==> src/rtl/flt2int_pkg.sv <==
// flt2int_pkg: shared types and constants for the float-to-integer engine.
//   cvt_state_t     - engine sequencing states
//   BIAS()          - exponent bias for a given exponent width
//   INT_MAX/INT_MIN - saturation values for the 16-bit result
package flt2int_pkg;

    typedef enum logic [2:0] {
        S_IDLE  = 3'd0,
        S_RD_HI = 3'd1,
        S_RD_LO = 3'd2,
        S_CAP   = 3'd3,
        S_CONV  = 3'd4,
        S_WR_HI = 3'd5,
        S_WR_LO = 3'd6,
        S_DONE  = 3'd7
    } cvt_state_t;

    localparam int unsigned INT_W_DEF = 16;
    localparam logic [INT_W_DEF-1:0] INT_MAX = 16'h7FFF;
    localparam logic [INT_W_DEF-1:0] INT_MIN = 16'h8000;

    // Exponent bias: 2^(exp_w-1) - 1
    function automatic int unsigned BIAS(input int unsigned exp_w);
        return (32'd1 << (exp_w - 32'd1)) - 32'd1;
    endfunction

endpackage

==> src/rtl/flt2int_engine_core.sv <==
// flt_to_int_core: combinational packed-float to two's-complement integer
// conversion, truncating toward zero and saturating out-of-range values.
//   i_s, i_e, i_m - sign, biased exponent, mantissa
//   o_result_c    - converted integer
//   o_sat_c       - high when the result was clamped
module flt_to_int_core
    import flt2int_pkg::*;
#(
    parameter int unsigned EXP_W = 5,
    parameter int unsigned MAN_W = 10,
    parameter int unsigned INT_W = 16
) (
    input  logic             i_s,
    input  logic [EXP_W-1:0] i_e,
    input  logic [MAN_W-1:0] i_m,
    output logic [INT_W-1:0] o_result_c,
    output logic             o_sat_c
);

    // Wide enough that neither shift direction can lose significant bits
    localparam int unsigned SH_W   = INT_W + MAN_W;
    localparam int unsigned BIAS_V = BIAS(EXP_W);
    localparam int unsigned E_SAT  = BIAS_V + INT_W - 1;
    localparam logic [INT_W-1:0] L_MAX = {1'b0, {(INT_W-1){1'b1}}};
    localparam logic [INT_W-1:0] L_MIN = {1'b1, {(INT_W-1){1'b0}}};

    logic [SH_W-1:0] w_mag;
    int unsigned     w_exp;

    always_comb begin
        w_exp      = 32'(i_e);
        w_mag      = SH_W'({1'b1, i_m});
        o_sat_c    = 1'b0;
        o_result_c = '0;
        if (i_e == '0 || w_exp < BIAS_V) begin
            o_result_c = '0;
        end else if (i_e == '1 || w_exp >= E_SAT) begin
            // -2^(INT_W-1) is representable exactly, so it is not a saturation
            if (i_s && i_m == '0 && w_exp == E_SAT && i_e != '1) begin
                o_result_c = L_MIN;
            end else begin
                o_sat_c    = 1'b1;
                o_result_c = i_s ? L_MIN : L_MAX;
            end
        end else begin
            if ((w_exp - BIAS_V) <= MAN_W) begin
                w_mag = w_mag >> (MAN_W - (w_exp - BIAS_V));
            end else begin
                w_mag = w_mag << ((w_exp - BIAS_V) - MAN_W);
            end
            o_result_c = i_s ? INT_W'(-w_mag) : INT_W'(w_mag);
        end
    end

endmodule

==> src/rtl/flt2int_engine.sv <==
// flt2int_engine: walks N_WORDS packed floats in byte-wide data memory,
// converts each to a saturated integer and writes the results back.
//   clk, reset (sync, active-low), start     - control
//   busy, done                               - run status
//   mem_addr, mem_rd, mem_wr, mem_wdata      - memory port (rdata one cycle after rd)
//   mem_rdata                                - read data
//   sat_cnt                                  - saturated words in the last run
module flt2int_engine
    import flt2int_pkg::*;
#(
    parameter int unsigned N_WORDS  = 15,
    parameter int unsigned EXP_W    = 5,
    parameter int unsigned MAN_W    = 10,
    parameter int unsigned INT_W    = 16,
    parameter int unsigned SRC_BASE = 0,
    parameter int unsigned DST_BASE = 30,
    parameter int unsigned ADDR_W   = 8
) (
    input  logic                             clk,
    input  logic                             reset,
    input  logic                             start,
    output logic                             busy,
    output logic                             done,
    output logic [ADDR_W-1:0]                mem_addr,
    output logic                             mem_rd,
    output logic                             mem_wr,
    output logic [7:0]                       mem_wdata,
    input  logic [7:0]                       mem_rdata,
    output logic [$clog2(N_WORDS+1)-1:0]     sat_cnt
);

    localparam int unsigned CNT_W = $clog2(N_WORDS + 1);
    localparam int unsigned FLT_W = 1 + EXP_W + MAN_W;

    cvt_state_t        r_state;
    logic [CNT_W-1:0]  r_idx;
    logic [CNT_W-1:0]  r_sat_cnt;
    logic [7:0]        r_hi;
    logic [7:0]        r_lo;
    logic [7:0]        r_res_lo;
    logic              r_busy;
    logic              r_done;
    logic              r_mem_rd;
    logic              r_mem_wr;
    logic [ADDR_W-1:0] r_mem_addr;
    logic [7:0]        r_mem_wdata;

    logic [FLT_W-1:0]  w_flt;
    logic [INT_W-1:0]  w_result;
    logic              w_sat;
    logic [CNT_W-1:0]  w_idx_nxt;
    logic [ADDR_W-1:0] w_src_nxt;
    logic [ADDR_W-1:0] w_dst_hi;
    logic              w_last;

    assign w_flt     = {r_hi, r_lo};
    assign w_idx_nxt = r_idx + CNT_W'(1);
    assign w_src_nxt = ADDR_W'(SRC_BASE) + ADDR_W'({w_idx_nxt, 1'b0});
    assign w_dst_hi  = ADDR_W'(DST_BASE) + ADDR_W'({r_idx, 1'b0});
    assign w_last    = (r_idx == CNT_W'(N_WORDS - 1));

    flt_to_int_core #(
        .EXP_W (EXP_W),
        .MAN_W (MAN_W),
        .INT_W (INT_W)
    ) u_core (
        .i_s        (w_flt[FLT_W-1]),
        .i_e        (w_flt[FLT_W-2 -: EXP_W]),
        .i_m        (w_flt[MAN_W-1:0]),
        .o_result_c (w_result),
        .o_sat_c    (w_sat)
    );

    // Sequencer: memory strobes/addresses are registered on entry to each state
    always_ff @(posedge clk) begin
        if (!reset) begin
            r_state     <= S_IDLE;
            r_idx       <= '0;
            r_sat_cnt   <= '0;
            r_hi        <= '0;
            r_lo        <= '0;
            r_res_lo    <= '0;
            r_busy      <= 1'b0;
            r_done      <= 1'b0;
            r_mem_rd    <= 1'b0;
            r_mem_wr    <= 1'b0;
            r_mem_addr  <= '0;
            r_mem_wdata <= '0;
        end else begin
            r_mem_rd <= 1'b0;
            r_mem_wr <= 1'b0;
            case (r_state)
                S_IDLE, S_DONE: begin
                    if (start) begin
                        r_idx      <= '0;
                        r_sat_cnt  <= '0;
                        r_busy     <= 1'b1;
                        r_done     <= 1'b0;
                        r_mem_rd   <= 1'b1;
                        r_mem_addr <= ADDR_W'(SRC_BASE);
                        r_state    <= S_RD_HI;
                    end else if (r_state == S_DONE) begin
                        r_done <= 1'b1;
                    end
                end
                S_RD_HI: begin
                    r_mem_rd   <= 1'b1;
                    r_mem_addr <= r_mem_addr + ADDR_W'(1);
                    r_state    <= S_RD_LO;
                end
                S_RD_LO: begin
                    r_hi    <= mem_rdata;
                    r_state <= S_CAP;
                end
                S_CAP: begin
                    r_lo    <= mem_rdata;
                    r_state <= S_CONV;
                end
                S_CONV: begin
                    r_res_lo    <= w_result[7:0];
                    r_mem_wdata <= w_result[INT_W-1 -: 8];
                    r_mem_wr    <= 1'b1;
                    r_mem_addr  <= w_dst_hi;
                    if (w_sat) begin
                        r_sat_cnt <= r_sat_cnt + CNT_W'(1);
                    end
                    r_state <= S_WR_HI;
                end
                S_WR_HI: begin
                    r_mem_wr    <= 1'b1;
                    r_mem_addr  <= r_mem_addr + ADDR_W'(1);
                    r_mem_wdata <= r_res_lo;
                    r_state     <= S_WR_LO;
                end
                S_WR_LO: begin
                    if (w_last) begin
                        r_busy  <= 1'b0;
                        r_state <= S_DONE;
                    end else begin
                        r_idx      <= w_idx_nxt;
                        r_mem_rd   <= 1'b1;
                        r_mem_addr <= w_src_nxt;
                        r_state    <= S_RD_HI;
                    end
                end
                default: r_state <= S_IDLE;
            endcase
        end
    end

    assign busy      = r_busy;
    assign done      = r_done;
    assign mem_addr  = r_mem_addr;
    assign mem_rd    = r_mem_rd;
    assign mem_wr    = r_mem_wr;
    assign mem_wdata = r_mem_wdata;
    assign sat_cnt   = r_sat_cnt;

endmodule
==> config.mk <==
export PLATFORM = sky130hd
export DESIGN_NAME = flt2int_engine
export DESIGN_NICKNAME = d
export VERILOG_FILES = /design/src/rtl/flt2int_pkg.sv /design/src/rtl/flt2int_engine_core.sv /design/src/rtl/flt2int_engine.sv
export SDC_FILE = /design/constraint.sdc
export NUM_CORES = 1
export LEC_CHECK = 0
export CAP_MARGIN = 20
export CORE_ASPECT_RATIO = 0.6
export CORE_MARGIN = 3
export CORE_UTILIZATION = 50
export CTS_BUF_LIST = sky130_fd_sc_hd__clkbuf_4
export DETAILED_ROUTE_END_ITERATION = 8
export PLACE_DENSITY = 0.76
export RECOVER_POWER = 50
export SETUP_SLACK_MARGIN = 0.4
export SYNTH_ARGS = -nofsm -noshare
export SYNTH_HDL_FRONTEND = slang
export SYNTH_SLANG_ARGS = --single-unit
==> constraint.sdc <==
create_clock -name clk -period 11.17 [get_ports clk]
set_input_delay 1.6755 -clock clk [delete_from_list [all_inputs] [get_ports clk]]
set_output_delay 1.6755 -clock clk [all_outputs]
set_load 0.005 [all_outputs]
==> results of run 1 <==
## power breakdown
group          switching (mW)  internal [mW]
combinational           0.119         0.0606
sequential             0.0145          0.202
clock                  0.0734         0.0479
## routing by layer
| layer | vias to the layer above | track usage [%] | share of wire (%) |
|---|---|---|---|
| li1 | 2696 | - | - |
| met1 | 2685 | 43.7 | 49 |
| met2 | 313 | 36.5 | 38 |
| met3 | 24 | 9.22 | 12 |
| met4 | 0 | 5.28 | 1.2 |
| met5 | - | 0 | 0 |
## cell type report
| type | count | area [um^2] |
|---|---|---|
| clock buffers | 5 | 37.5 |
| clock inverters | 3 | 46.3 |
| fillers | 949 | 4400 |
| inverters | 17 | 63.8 |
| multi-input cells | 601 | 4040 |
| flip-flops and latches | 55 | 1100 |
| well taps | 135 | 169 |
| repair buffers | 40 | 378 |
## logic make-up (layout without fill, tap and decap cells)
logic type                 after synthesis  count (layout)  synth area share, %
buffers and inverters                   69              65                 6.02
adders and majority gates               27              27                 6.18
muxes                                   27              27                 7.78
and+or+nand+nor                        314             314                 28.8
DFF                                     55              55                 20.1
xor gates and xnor gates                11              11                 2.29
AOI/OAI and AO/OA                      222             222                 28.8
## worst max path at each step
stage | start | end | slack (ps) | depth (start not counted)
floorplan | r_hi[2] | mem_wdata[2] | 6340 | 22
global placement | r_hi[2] | mem_wdata[2] | 5960 | 18
detailed placement | r_hi[2] | mem_wdata[2] | 5710 | 18
CTS | r_hi[2] | mem_wdata[2] | 5640 | 18
global route | r_hi[2] | mem_wdata[6] | 3310 | 18
finish | r_hi[2] | mem_wdata[2] | 3980 | 17
## metrics by stage
stage	instance area, um^2	power [mW]	hold WS (ps)	util (%)	std cells
finish	5830	0.518	484	57.0	856
detailed placement	5760	0.394	456	56.3	848
CTS	5840	0.514	483	57.1	856
floorplan	5470	0.353	436	-	725
global route	5830	0.545	506	57.0	856
global placement	5760	0.391	445	56.3	848
## sequential cells by signal, summed over array words and instances, names as in the netlist
name and count:
sat_cnt 4, mem_wdata 8, done 1, r_idx 4, mem_wr 1, r_res_lo 8
mem_rd 1, r_hi 8, r_state 3, mem_addr 8, busy 1, r_lo 8
## tightest hold or removal path, cell delays in order (launching register included)
cell and delay (ps):
dfxtp_1 350, nand2_1 50, a21oi_1 60
## synth_stat cells (all sizes together), types with 5 or more instances
cell | n | area (um^2)
o211a | 7 | 77.6
clkbuf | 35 | 133
and2 | 10 | 62.6
and4 | 6 | 52.6
xor2 | 5 | 51.3
mux4 | 12 | 270
nand4 | 15 | 109
nor2 | 63 | 239
dfxtp | 55 | 1100
a221oi | 6 | 70.1
and3 | 13 | 86.3
o22ai | 6 | 51.3
nor3 | 19 | 100
a211oi | 5 | 60.1
xnor2 | 5 | 51.3
a21oi | 70 | 362
o21a | 6 | 45.0
mux2i | 11 | 110
buf | 17 | 133
nand2b | 6 | 37.5
a32oi | 6 | 52.6
nor4 | 10 | 68.8
or2 | 7 | 43.8
a31oi | 15 | 93.8
ha | 27 | 338
a22oi | 9 | 72.6
nor2b | 6 | 37.5
nand2 | 112 | 420
nand3 | 25 | 125
o21ai | 40 | 200
inv | 14 | 52.6
==> key figures, run 1 <==
Clock network
  • Sink Count: 55
  • Setup Buffers After CTS: 0
  • Post-cts gate resize count: 0
  • Clock root cell: clkbuf_4
  • Cts bufs inserted: 5
  • Worst-path clk slew: 190 ps
  • Hold_buf cts: 0
  • Clk_lat worst skew: 410 ps
  • CTS tree: yes
  • Maximum buffer depth of the clock tree: 2
  • Htree depth: 2

Worst setup path
  • CP Max Fanout: 39
  • Startpoint Class: register
  • Data required time of the critical path: 11520 ps
  • Reg2reg end: mem_wdata[2]
  • Data arrival, critical path: 7530 ps
  • CP bufs+invs: 2
  • FF-to-FF path depth: 17
  • CP dominant cell by count: ha_1
  • Setup Crit Path Kind: register to register
  • R2R Path Start: r_hi[2]
  • Worst path slowest cell: clkbuf_1
  • Crit path capture type: register
  • Reg2Reg Setup Slack: 3980 ps
  • CP Cell Sequence: clkbuf_1, clkinv_1, ha_1, ha_1, o21ai_1, a2bb2oi_1, nand2_1, ha_1, nor4bb_1, nand4_1, or3_4, a211oi_4, a311oi_2, and3_1, nand3_1, mux2_1, o22ai_1
  • CP max stage delay: 1410 ps
  • Largest delay contributor family on the critical path: buffers and inverters

Min path
  • Worst Hold Depth: 2
  • Hold Path Class: register to register
  • Hold Path End: r_res_lo[2]
  • Hold Crit Start: r_res_lo[2]

Floorplanning
  • Total core area: 10200 um^2
  • Starting Density: 53.4%
  • Die height: 87.0 um
  • IO Pins: 35
  • Die width: 141 um
  • Row Count: 28
  • Die area: 12300 um^2

GRT
  • Largest net degree at the start of global routing: 40
  • GRT overflow: 0
  • First-pass GRT wire length: 27400 um
  • Vias in the first global route: 5016
  • Gr usage total: 27.9%
  • Initial antenna violation count: 0

Power
  • Max VDD drop: 68.9 uV
  • P_leak: 2.15 nW
  • PD cells: 88.7 nW/um^2

Place
  • Post-Place Worst Slack: 5710 ps
  • Port Buf Inserts: 34
  • Post-DP HPWL: 13200 um
  • GP Congestion: 0.985

STA
  • Max Clock Skew: 25.2 ps
  • Pins Over Slew Limit: 40
  • Highest Clock Rate: 139 MHz
  • Tmin final: 7190 ps
  • Period utilisation layout: 64.3%
  • Setup TNS: 0 ps
  • Final Hold Viols: 0
  • Worst setup margin: 3980 ps
  • Worst-Margin Slew: 1980 ps
  • Final setup violation count: 0
  • Max_slew headroom: -31.8%
  • RSZ-0062 raised after global routing: no

Cells and area
  • Commonest non-fill, non-tap cell in the layout: nand2_1
  • Area Overhead vs Synth: 6.68%
  • Layout Nets: 758
  • N_diodes: 0
  • Share of layout cells above drive strength 1: 7.91%
  • Commonest non-fill, non-tap cells in the layout: nand2_1 (112), a21oi_1 (69), nor2_1 (62)

Yosys
  • FF+latch count, synth: 55
  • Cells after synthesis: 725
  • Number of synthesized flops with an enable pin: 0
  • Most common flop cell mapped by yosys: dfxtp_1
  • Synth cell types: 98
  • Yosys warns: 0
  • Async S/R FF share, synth: 0%
  • Avg Inst Size Synth: 7.54 um^2
  • Seq/Total Area, Yosys: 20.1%
  • Mapped Nets: 763
  • Mapped cell area: 5470 um^2

Status
  • Outcome: finished with violations
  • Failing checks: capacitance limit, slew limit

Route
  • Vias per Instance: 6.68
  • DR iter-0 viols: 677
  • Drt wl/cell: 20.1 um
  • Remaining DRCs: 0
  • Antenna-violating nets left: 0
  • Drt first pass iters: 5
  • Vias: 5718
  • Final WL: 17200 um

Flow run
  • Max-cap violation count: 1
No activity file was read; power rests on OpenSTA's default activity.
==> run 2: changes to the inputs <==
--- a/config.mk
+++ b/config.mk
@@ -11,7 +11,7 @@
 export CORE_UTILIZATION = 50
 export CTS_BUF_LIST = sky130_fd_sc_hd__clkbuf_4
 export DETAILED_ROUTE_END_ITERATION = 8
-export PLACE_DENSITY = 0.76
+export PLACE_DENSITY = 0.79
 export RECOVER_POWER = 50
 export SETUP_SLACK_MARGIN = 0.4
 export SYNTH_ARGS = -nofsm -noshare
==> constraint.sdc (replaced) <==
create_clock -name clk -period 6.4 [get_ports clk]
set_input_delay 0.96 -clock clk [delete_from_list [all_inputs] [get_ports clk]]
set_output_delay 0.96 -clock clk [all_outputs]
set_load 0.005 [all_outputs]
==> key figures, run 2 (synthesis gave the netlist of run 1 again) <==
Power
  • Switching share of power: 41.5% (+1.6 points)
  • Internal: 504 uW (+62%)
  • Max VDD drop: 105 uV (+53%)
  • Clk pwr share: 19.7% (-3.7 points)
  • Part of the power in registers: 43.6% (+1.7 points)
  • Logic pwr share: 36.7% (+2.0 points)
  • Net Sw Power: 359 uW (+73%)
  • P_leak: 2.14 nW (-0.23%)
  • PD cells: 148 nW/um^2 (+67%)

Floorplanning
  • Die area: 12300 um^2 (unchanged)
  • Die width: 141 um (unchanged)
  • IO Pins: 35 (unchanged)
  • Die height: 87.0 um (unchanged)
  • Row Count: 28 (unchanged)
  • Starting Density: 53.4% (unchanged)
  • Total core area: 10200 um^2 (unchanged)

Cells and area
  • Share of layout cells above drive strength 1: 7.92% (+0.011 points)
  • N_diodes: 0 (unchanged)
  • Area Overhead vs Synth: 6.36%
  • Layout Nets: 757 (-0.13%)
  • Fillers: 963 (+1.5%)
  • Commonest non-fill, non-tap cells in the layout: nand2_1 (112), a21oi_1 (69), nor2_1 (62)
  • Commonest non-fill, non-tap cell in the layout: nand2_1

Clock network
  • Htree depth: 2 (unchanged)
  • Post-cts gate resize count: 0 (unchanged)
  • Clk_lat worst skew: 410 ps (about the same)
  • Worst-path clk slew: 170 ps (-20 ps)
  • Sink Count: 55 (unchanged)
  • Maximum buffer depth of the clock tree: 2 (unchanged)
  • Clock root cell: clkbuf_4
  • Hold_buf cts: 0 (unchanged)
  • Cts bufs inserted: 5 (unchanged)
  • Setup Buffers After CTS: 0 (unchanged)
  • CTS tree: yes

Worst setup path
  • CP Cell Sequence: buf_4, ha_1, xor2_2, inv_2, ha_1, nand4bb_1, o221ai_1, ha_1, and4b_1, and4_1, a311oi_1, o32a_1, ha_1, o211ai_1, nor4b_2, nand2_1, o21a_1, nor3_1
  • Largest delay contributor family on the critical path: simple AND/OR/NAND/NOR gates
  • CP bufs+invs: 2 (unchanged)
  • Worst path slowest cell: nor4b_2
  • Setup Crit Path Kind: register to register
  • Startpoint Class: register
  • CP max stage delay: 440 ps (-970 ps)
  • Crit path capture type: register
  • CP Max Fanout: 38 (-2.6%)
  • Data arrival, critical path: 5740 ps (-1790 ps)
  • Data required time of the critical path: 6720 ps (-4800 ps)
  • CP dominant cell by count: ha_1

Place
  • Post-DP HPWL: 13100 um (-1.0%)
  • Port Buf Inserts: 34 (unchanged)
  • GP Congestion: 0.974 (-1.1%)
  • Post-Place Worst Slack: 986 ps (-4720 ps)

GRT
  • GRT overflow: 0 (unchanged)
  • Initial antenna violation count: 0 (unchanged)
  • Largest net degree at the start of global routing: 39 (-2.5%)
  • First-pass GRT wire length: 28100 um (+2.5%)
  • Gr usage total: 28.1% (+0.17 points)
  • Vias in the first global route: 5337 (+6.4%)

STA
  • Tmin final: 5420 ps (-1770 ps)
  • Max_slew headroom: 30.4% (+62 points)
  • Pins Over Slew Limit: 0 (-100%)
  • Max Clock Skew: 19.8 ps (-5.39 ps)
  • Setup TNS: 0 ps (unchanged)
  • Period utilisation layout: 84.6% (+20 points)
  • Highest Clock Rate: 185 MHz (+33%)
  • RSZ-0062 raised after global routing: no
  • Worst setup margin: 983 ps (-3000 ps)
  • Worst-Margin Slew: 1040 ps (-937 ps)
  • Final Hold Viols: 0 (unchanged)
  • Final setup violation count: 0 (unchanged)

Route
  • Drt wl/cell: 20.0 um (-0.59%)
  • Drt first pass iters: 5 (unchanged)
  • Vias per Instance: 6.87 (+2.9%)
  • DR iter-0 viols: 846 (+25%)
  • Remaining DRCs: 0 (unchanged)
  • Antenna-violating nets left: 0 (unchanged)
  • Vias: 5876 (+2.8%)
  • Final WL: 17100 um (-0.70%)

Min path
  • Hold Path Class: register to register

Status
  • Outcome: finished clean

Flow run
  • Max-cap violation count: 0 (-1)
-- run 2: cell types whose count changed in the layout (fill, tap and decap cells not counted) --
| cell | previous run | this run |
|---|---|---|
| nor2_4 | 0 | 1 |
| clkinv_4 | 0 | 1 |
| bufinv_16 | 1 | 0 |
| inv_6 | 1 | 0 |
| clkbuf_1 | 2 | 1 |
| inv_8 | 0 | 1 |
| nor2_2 | 1 | 0 |
-- run 2: metal layers --
metal	up-vias	GRT usage [%]	routed length, um
li1	2698	-	-
met1	2804	42.5	7910
met2	341	40.5	7000
met3	33	7.19	2000
met4	0	4.75	167
met5	-	0	0
-- run 2: power groups by stage --
stage	Clock, mW	Combinational [mW]	Sequential, mW
6_report	0.170	0.317	0.376
5_1_grt	0.190	0.344	0.379
4_1_cts	0.174	0.308	0.375
3_5_place_dp	0	0.307	0.382
3_3_place_gp	0	0.298	0.381
2_1_floorplan	0	0.249	0.367
-- run 2: area by class of cell --
class / count / area [um^2] / area share, %
Clock inverter: 3 / 27.5 / 0.473
Clock buffer: 5 / 37.5 / 0.646
Tap cell: 135 / 169 / 2.91
Multi-Input combinational cell: 601 / 4040 / 69.5
Inverter: 17 / 63.8 / 1.10
Timing Repair Buffer: 39 / 374 / 6.43
Sequential cell: 55 / 1100 / 18.9
-- run 2: path summary, 6_finish.rpt --
check / start / endpoint / slack, ps / depth (start not counted)
hold reg to reg: r_res_lo[1] / r_res_lo[1] / 490 / 2
setup / recovery: r_hi[2] / mem_wdata[6] / 980 / 18
hold / removal: r_res_lo[1] / r_res_lo[1] / 490 / 2
setup reg to reg: r_hi[2] / mem_wdata[6] / 980 / 18
-- run 2: worst register-to-register path: stages (launching register included) --
cell and delay [ps]:
dfxtp_1 370, buf_4 410, ha_1 310, xor2_2 320, inv_2 140, ha_1 260
nand4bb_1 230, o221ai_1 430, ha_1 320, and4b_1 190, and4_1 290, a311oi_1 380
o32a_1 260, ha_1 240, o211ai_1 150, nor4b_2 440, nand2_1 190, o21a_1 220
nor3_1 190
-- run 2: through the flow --
step | power (mW) | hold slack [ps] | instances | util (%) | area [um^2]
global route | 0.913 | 513 | 855 | 56.8 | 5810
finish | 0.863 | 487 | 855 | 56.8 | 5810
detailed placement | 0.689 | 453 | 847 | 56.2 | 5750
floorplan | 0.616 | 436 | 725 | - | 5470
CTS | 0.857 | 485 | 855 | 56.8 | 5810
global placement | 0.679 | 447 | 847 | 56.2 | 5750
==> run 3: changes to the inputs <==
==> constraint.sdc (replaced) <==
create_clock -name clk -period 4.69 [get_ports clk]
set_input_delay 0.7035 -clock clk [delete_from_list [all_inputs] [get_ports clk]]
set_output_delay 0.7035 -clock clk [all_outputs]
set_load 0.005 [all_outputs]
==> key figures, run 3 (synthesis gave the netlist of run 1 again) <==
Worst setup path
  • Data required time of the critical path: 5010 ps (-1710 ps)
  • Worst path slowest cell: dfxtp_4
  • CP max stage delay: 420 ps (-20 ps)
  • CP bufs+invs: 4 (+2)
  • Setup Crit Path Kind: register to register
  • Largest delay contributor family on the critical path: compound AO/OA/AOI/OAI gates
  • CP Max Fanout: 5 (-87%)
  • CP Cell Sequence: buf_12, clkinv_8, ha_4, inv_4, ha_4, nand4bb_4, o221ai_4, ha_4, and4b_2, and4_4, a311oi_2, o32a_1, ha_4, o211ai_1, nor4b_2, buf_4, and4_1, a211oi_2, o21a_1
  • Data arrival, critical path: 4690 ps (-1050 ps)
  • Startpoint Class: register
  • CP dominant cell by count: ha_4
  • Crit path capture type: register

Floorplanning
  • Total core area: 10200 um^2 (unchanged)
  • IO Pins: 35 (unchanged)
  • Die height: 87.0 um (unchanged)
  • Row Count: 28 (unchanged)
  • Die area: 12300 um^2 (unchanged)
  • Die width: 141 um (unchanged)
  • Starting Density: 53.4% (unchanged)

Route
  • Final WL: 18700 um (+9.6%)
  • Remaining DRCs: 0 (unchanged)
  • DR iter-0 viols: 797 (-5.8%)
  • Antenna-violating nets left: 0 (unchanged)
  • Drt first pass iters: 6 (+1)
  • Vias: 6184 (+5.2%)
  • Vias per Instance: 6.82 (-0.79%)
  • Drt wl/cell: 20.6 um (+3.3%)

Cells and area
  • Layout Nets: 809 (+6.9%)
  • Commonest non-fill, non-tap cells in the layout: nand2_1 (109), a21oi_1 (69), nor2_1 (61)
  • Multi-input gate area: 4420 um^2 (+9.3%)
  • Share of layout cells above drive strength 1: 20.1% (+12 points)
  • N_diodes: 0 (unchanged)
  • Fillers: 858 (-11%)
  • Fin util: 65.0% (+8.2 points)
  • Post-layout instance area: 6650 um^2 (+14%)
  • Reg area: 1110 um^2 (+0.79%)
  • Commonest non-fill, non-tap cell in the layout: nand2_1
  • Area Overhead vs Synth: 21.7%

Clock network
  • Sink Count: 55 (unchanged)
  • Clock root cell: clkbuf_4
  • Clk_lat worst skew: 420 ps (about the same)
  • Cts bufs inserted: 5 (unchanged)
  • Htree depth: 2 (unchanged)
  • Maximum buffer depth of the clock tree: 2 (unchanged)
  • Hold_buf cts: 0 (unchanged)
  • Worst-path clk slew: 170 ps (about the same)
  • CTS tree: yes

STA
  • Final Hold Viols: 0 (unchanged)
  • Pins Over Slew Limit: 0 (unchanged)
  • Period utilisation layout: 93.1% (+8.4 points)
  • Tmin final: 4370 ps (-1050 ps)
  • Max Clock Skew: 16.2 ps (-3.60 ps)
  • Final setup violation count: 0 (unchanged)
  • Max_slew headroom: 7.40% (-23 points)
  • Setup TNS: 0 ps (unchanged)
  • Highest Clock Rate: 229 MHz (+24%)
  • Worst-Margin Slew: 1390 ps (+349 ps)
  • RSZ-0062 raised after global routing: yes

Flow run
  • Max-cap violation count: 0 (unchanged)

Place
  • Port Buf Inserts: 34 (unchanged)
  • Post-DP HPWL: 13400 um (+2.1%)
  • Post-DP Area: 5990 um^2 (+4.2%)
  • GP Congestion: 0.996 (+2.2%)

Status
  • Outcome: finished clean

GRT
  • GRT overflow: 0 (unchanged)
  • Vias in the first global route: 5311 (-0.49%)
  • First-pass GRT wire length: 28500 um (+1.6%)
  • Largest net degree at the start of global routing: 39 (unchanged)
  • Gr usage total: 28.7% (+0.59 points)
  • Initial antenna violation count: 0 (unchanged)

Power
  • Switching share of power: 39.8% (-1.7 points)
  • Total power: 1.36 mW (+58%)
  • PD cells: 205 nW/um^2 (+38%)
  • Clk pwr share: 20.9% (+1.2 points)
  • P_leak: 2.48 nW (+16%)
  • Internal: 821 uW (+63%)
  • Max VDD drop: 149 uV (+42%)
  • Part of the power in registers: 37.8% (-5.8 points)
  • Net Sw Power: 543 uW (+51%)
  • Logic pwr share: 41.3% (+4.6 points)

Min path
  • Hold Path Class: register to register
-- run 3: changes by cell type in the layout (fill, tap and decap cells not counted), sizes merged --
cell	previous run	this run
buf	4	53
dlygate4sd3	26	25
bufinv	0	1
nor2	63	64
clkbuf	6	7
clkinvlp	1	2
clkdlybuf4s50	8	9
inv	15	14
clkinv	4	3
and4	6	7
-- run 3: layout make-up --
| class | instances | share of cell area (%) |
|---|---|---|
| Multi-Input combinational cell | 603 | 66.4 |
| Sequential cell | 55 | 16.7 |
| Timing Repair Buffer | 89 | 11.8 |
| Tap cell | 135 | 2.54 |
| Inverter | 17 | 1.24 |
| Clock inverter | 3 | 0.696 |
| Clock buffer | 5 | 0.564 |
-- run 3: what timing repair did --
item / 4_1_cts / 5_1_grt
gates cloned: 1 / 1
resized for setup: 22 / 34
endpoints found under the setup margin: 13 / 15
pin swaps: 5 / 30
buffers inserted: 8 / 24
-- run 3: stage by stage --
step | hold WS [ps] | std cells | setup slack [ps]
finish | 486 | 907 | 325
global route | 516 | 907 | 215
CTS | 480 | 882 | 384
detailed placement | 460 | 865 | 32.2
global placement | 445 | 865 | 235
floorplan | 436 | 725 | 412
-- run 3: path summary, 6_finish.rpt --
kind / from / to / slack, ps / cells past startpoint
max: r_hi[2] / mem_wdata[4] / 320 / 19
min: mem_addr[7] / mem_addr[7] / 490 / 1
max reg2reg: r_hi[2] / mem_wdata[4] / 320 / 19
min reg2reg: mem_addr[7] / mem_addr[7] / 490 / 1
-- run 3: layer usage --
metal	wire length (um)	share of wire (%)	track usage [%]	vias to the layer above
li1	-	-	-	2810
met1	8350	45	43.4	2896
met2	7630	41	41.2	427
met3	2380	13	7.62	51
met4	355	1.9	4.75	0
met5	0	0	0	-
-- run 3: power by group through the flow --
stage	clock (mW)	combinational, mW	sequential (mW)
CTS	0.288	0.479	0.513
finish	0.286	0.563	0.515
detailed placement	0	0.455	0.522
floorplan	0	0.357	0.501
global placement	0	0.449	0.521
global route	0.302	0.595	0.518
